===== src/rtl/mae_pkg.sv =====
// Shared widths and latency helpers for the mae_behav multiply/accumulate slice.
// Holds operand/result widths and path latency functions of the register parameters.
package mae_pkg;

  localparam int MAE_A_W = 18;
  localparam int MAE_B_W = 18;
  localparam int MAE_M_W = MAE_A_W + MAE_B_W;
  localparam int MAE_P_W = 40;

  // Cycles from A (or B) to P.
  function automatic int mae_lat_a(
    input int bypass_a,
    input int mult_has_reg,
    input int bypass_p
  );
    return bypass_a + mult_has_reg + bypass_p;
  endfunction

  // Cycles from C to P.
  function automatic int mae_lat_c(
    input int bypass_c,
    input int bypass_p
  );
    return bypass_c + bypass_p;
  endfunction

endpackage


===== src/rtl/mae_pipe_reg.sv =====
// Optional pipeline register: enable-gated, async active-low reset, or a plain wire.
// Ports: clk, rst_n, en (load enable), d (input), q (output); PRESENT=0 makes q=d.
module mae_pipe_reg #(
  parameter int W       = 1,
  parameter int PRESENT = 1
) (
  input  logic         clk,
  input  logic         rst_n,
  input  logic         en,
  input  logic [W-1:0] d,
  output logic [W-1:0] q
);

  if (PRESENT != 0) begin : g_reg
    always_ff @(posedge clk or negedge rst_n) begin
      if (!rst_n) begin
        q <= '0;
      end else if (en) begin
        q <= d;
      end
    end
  end else begin : g_wire
    logic unused_ok;
    assign unused_ok = &{1'b0, clk, rst_n, en};
    assign q = d;
  end

endmodule


===== src/rtl/mae_behav.sv =====
// Signed 18x18 multiplier with optional post-adder, P feedback and per-stage registers.
// Ports: CLK, ARST_N, A/B/C with enables, CDIN_FDBK_SEL, P_EN, P; OVF when MAE_BEHAV_OVF_EN.
module mae_behav
  import mae_pkg::*;
#(
  parameter int BYPASS_A          = 0,
  parameter int BYPASS_B          = 0,
  parameter int BYPASS_C          = 0,
  parameter int BYPASS_P          = 0,
  parameter int MULT_HAS_REG      = 0,
  parameter int POST_ADDER_STATIC = 0,
  parameter int USE_FEEDBACK      = 0
) (
  input  logic               CLK,
  input  logic               ARST_N,
  input  logic [MAE_A_W-1:0] A,
  input  logic               A_EN,
  input  logic [MAE_B_W-1:0] B,
  input  logic               B_EN,
  input  logic [MAE_P_W-1:0] C,
  input  logic               C_EN,
  input  logic               CDIN_FDBK_SEL,
  input  logic               P_EN,
  output logic [MAE_P_W-1:0] P
`ifdef MAE_BEHAV_OVF_EN
  ,
  output logic               OVF
`endif
);

  // Feedback needs a real P register and an active post-adder.
  if (USE_FEEDBACK != 0 &&
      (BYPASS_P == 0 || POST_ADDER_STATIC == 0)) begin : g_bad_cfg
    $error("mae_behav: USE_FEEDBACK needs BYPASS_P=1 and POST_ADDER_STATIC=1");
  end

  logic [MAE_A_W-1:0] a_q;
  logic [MAE_B_W-1:0] b_q;
  logic [MAE_P_W-1:0] c_q;
  logic [MAE_M_W-1:0] a_x;
  logic [MAE_M_W-1:0] b_x;
  logic [MAE_M_W-1:0] prod;
  logic [MAE_P_W-1:0] prod_ext;
  logic [MAE_P_W-1:0] m_q;
  logic [MAE_P_W-1:0] fb_val;
  logic [MAE_P_W-1:0] addend;
  logic [MAE_P_W-1:0] sum;
  logic [MAE_P_W-1:0] p_q;

  mae_pipe_reg #(.W(MAE_A_W), .PRESENT(BYPASS_A)) u_a (
    .clk(CLK), .rst_n(ARST_N), .en(A_EN), .d(A), .q(a_q)
  );

  mae_pipe_reg #(.W(MAE_B_W), .PRESENT(BYPASS_B)) u_b (
    .clk(CLK), .rst_n(ARST_N), .en(B_EN), .d(B), .q(b_q)
  );

  mae_pipe_reg #(.W(MAE_P_W), .PRESENT(BYPASS_C)) u_c (
    .clk(CLK), .rst_n(ARST_N), .en(C_EN), .d(C), .q(c_q)
  );

  // Sign-extend to the full product width so the low 36 bits are exact.
  assign a_x      = {{(MAE_M_W-MAE_A_W){a_q[MAE_A_W-1]}}, a_q};
  assign b_x      = {{(MAE_M_W-MAE_B_W){b_q[MAE_B_W-1]}}, b_q};
  assign prod     = a_x * b_x;
  assign prod_ext = {{(MAE_P_W-MAE_M_W){prod[MAE_M_W-1]}}, prod};

  mae_pipe_reg #(.W(MAE_P_W), .PRESENT(MULT_HAS_REG)) u_m (
    .clk(CLK), .rst_n(ARST_N), .en(P_EN), .d(prod_ext), .q(m_q)
  );

  // Feedback is only wired when enabled, so no loop exists otherwise.
  if (USE_FEEDBACK != 0) begin : g_fb
    assign fb_val = CDIN_FDBK_SEL ? p_q : c_q;
  end else begin : g_nofb
    assign fb_val = c_q;
  end

  always_comb begin
    addend = '0;
    if (POST_ADDER_STATIC != 0) begin
      addend = fb_val;
    end
  end

  assign sum = m_q + addend;

  mae_pipe_reg #(.W(MAE_P_W), .PRESENT(BYPASS_P)) u_p (
    .clk(CLK), .rst_n(ARST_N), .en(P_EN), .d(sum), .q(p_q)
  );

  assign P = p_q;

`ifdef MAE_BEHAV_OVF_EN
  logic ovf_c;

  // Operands agree in sign but the result does not.
  assign ovf_c = (m_q[MAE_P_W-1] == addend[MAE_P_W-1]) &&
                 (sum[MAE_P_W-1] != m_q[MAE_P_W-1]);

  mae_pipe_reg #(.W(1), .PRESENT(BYPASS_P)) u_ovf (
    .clk(CLK), .rst_n(ARST_N), .en(P_EN), .d(ovf_c), .q(OVF)
  );
`endif

  logic unused_ok;
  assign unused_ok = &{1'b0, c_q, fb_val, CDIN_FDBK_SEL};

endmodule


===== config.mk =====
export PLATFORM = sky130hd
export DESIGN_NAME = mae_behav
export DESIGN_NICKNAME = d
export VERILOG_FILES = /design/src/rtl/mae_pkg.sv /design/src/rtl/mae_pipe_reg.sv /design/src/rtl/mae_behav.sv
export SDC_FILE = /design/constraint.sdc
export NUM_CORES = 1
export LEC_CHECK = 0
export BUFFER_PORTS_ARGS = -buffer_cell sky130_fd_sc_hd__buf_4
export CAP_MARGIN = 20
export CORE_MARGIN = 2
export CORE_UTILIZATION = 58
export DETAILED_ROUTE_END_ITERATION = 16
export MAX_ROUTING_LAYER = met4
export PLACE_DENSITY = 0.91
export REMOVE_ABC_BUFFERS = 1
export SETUP_SLACK_MARGIN = 0.1
export SYNTH_ARGS = -nofsm -noshare
export SYNTH_HDL_FRONTEND = slang
export SYNTH_HIERARCHICAL = 1
export SYNTH_SLANG_ARGS = --single-unit

===== constraint.sdc =====
create_clock -name vclk -period 6.26
set_input_delay 0.313 -clock vclk [all_inputs]
set_output_delay 0.313 -clock vclk [all_outputs]
set_load 0.03 [all_outputs]

==> metrics.txt <==
status finished with violations; failing checks negative setup slack; Hold Crit Class in -> out; share of the synthesized area in the top cell type 50.5%; row count 54; initial core utilization 59.4%; first-pass GRT wire length 60,600 um; seq_cells 0; final RePlAce weighted congestion 0.928; filler cell count 1,331; CLK BUF 0; largest net degree at the start of global routing 16; share of layout cells above drive strength 1 27.9%; Vias 10,500; die height 154 um; Max Clock Freq 0.154 GHz; Post-Syn Area 0.0130 sq mm; ant diodes 0; Syn Inst Count 1,459; DIE AREA 0.0237 sq mm; Worst-Margin Slew 0.380 ns; CP Capture Type output port; Avg WL per Cell 20.8 um; core area 0.0220 sq mm; Worst Path Max Fanout 5; count leader, synth inv_1; final hold viol count 0; RSZ-0062 raised after global routing yes; # port buffers 76; fin. max-slew vios 0; fin nets 2,065; drt pass-1 iters 6; DRT antenna net count 0; Mean Syn Cell Area 8.94 sq um; Final Setup Violations 17; Critical Path Source Type primary input; GRT overflow 0; Detailed Route WL 38,300 um; Die Wd 154 um; CP arrival 6.18 ns; Vias/cell 5.73; worst relative slew slack 74.4%; Multi-input gate area 0.0114 sq mm; final setup margin -0.231 ns; Yosys warning count 6; Crit Path Category in -> out; post-cts hold buffer count 0; Layout area overhead 18.3%; number of max-cap violations 0; hpwl dp 28,800 um; initial DRC count 928; top post-synthesis cells by count 370 x inv_1, 329 x fa_1, 165 x nand2_1, 161 x and2_1, 116 x buf_4; DRC violations left 0; initial antenna violation count 0; Synth area leaders fa_1 51%, inv_1 11%, ha_1 8.9%; vias in the first global route 12,100; Tot GR Track Use 33.5%; Place WS -0.582 ns; largest area contributor in the netlist fa_1; IO Count 123; final worst path period need 6.49 ns; Tcrit/Tclk final 104%; Unique masters post-synth 45; Data required, critical path 5.95 ns; register area 0 sq um; Seq/Total Area, Yosys 0%
-- repair_timing --
item                                    in CTS  in global routing
resized for setup                          206                 87
pin swaps                                   83                 60
setup buffers                               41                  9
endpoints found under the setup margin      21                 23
gates cloned                                 1                  0
-- stage by stage --
stage	area [sq um]	util [%]	setup TNS [ns]	hold slack (ns)	cells
floorplan	12000	-	-8.00	0.843	1296
global placement	13900	63.5	-3.37	1.23	1790
detailed placement	13900	63.5	-6.17	1.24	1790
CTS	15100	68.6	-0.528	1.24	1832
global route	15400	70.3	-4.80	1.28	1838
finish	15400	70.3	-1.84	1.26	1838
-- critical path, stage by stage --
cell and delay (ns):
buf_12 0.10, buf_4 0.15, nand2_1 0.08, fa_1 0.53
fa_1 0.68, fa_1 0.50, fa_1 0.60, fa_1 0.46
fa_1 0.53, inv_2 0.05, ha_4 0.27, buf_6 0.09
nor2_1 0.04, or3_4 0.36, a2111o_1 0.34, a31oi_2 0.23
buf_6 0.16, nand2b_1 0.12, a21o_1 0.12, a21oi_1 0.07
xnor2_1 0.16, buf_4 0.19
-- cells by family after synthesis --
group / share of synthesized area [%]
compound gates: 4.27
xor+xnor: 2.35
fa+ha+maj: 59.4
buf+inv: 18.7
mux: 0.0863
simple gates: 15.2
-- layer usage --
layer / track usage [%] / wire length, um / vias to the layer above
li1: - / - / 4299
met1: 35.7 / 12200 / 5219
met2: 59.2 / 19900 / 725
met3: 5.24 / 3160 / 293
met4: 19.3 / 3110 / 0
met5: - / 0 / -
-- area by class of cell --
| type | count | share of cell area (%) |
|---|---|---|
| Inverter | 370 | 9.03 |
| Multi-Input combinational cell | 926 | 73.7 |
| Tap cell | 280 | 2.27 |
| Timing Repair Buffer | 262 | 15.0 |
-- path summary, 6_finish.rpt --
kind	depth (start not counted)	endpoint	from	slack, ns
max	22	P[28]	A[5]	-0.23
min	4	P[0]	A[0]	1.26
-- placed cells by master (no fill, tap or decap), types with 13 or more instances in the layout --
master,count
buf_6,55
and2_1,136
inv_1,343
nor2b_1,14
nand2_1,149
buf_4,192
ha_4,18
a21oi_2,13
ha_1,73
fa_1,299
inv_2,25
and2_4,25
fa_2,30
xnor2_1,25
Power is left out: the tool's default activity adds up to more than one toggle a clock period on the data nets, which glitch-free logic cannot reach.
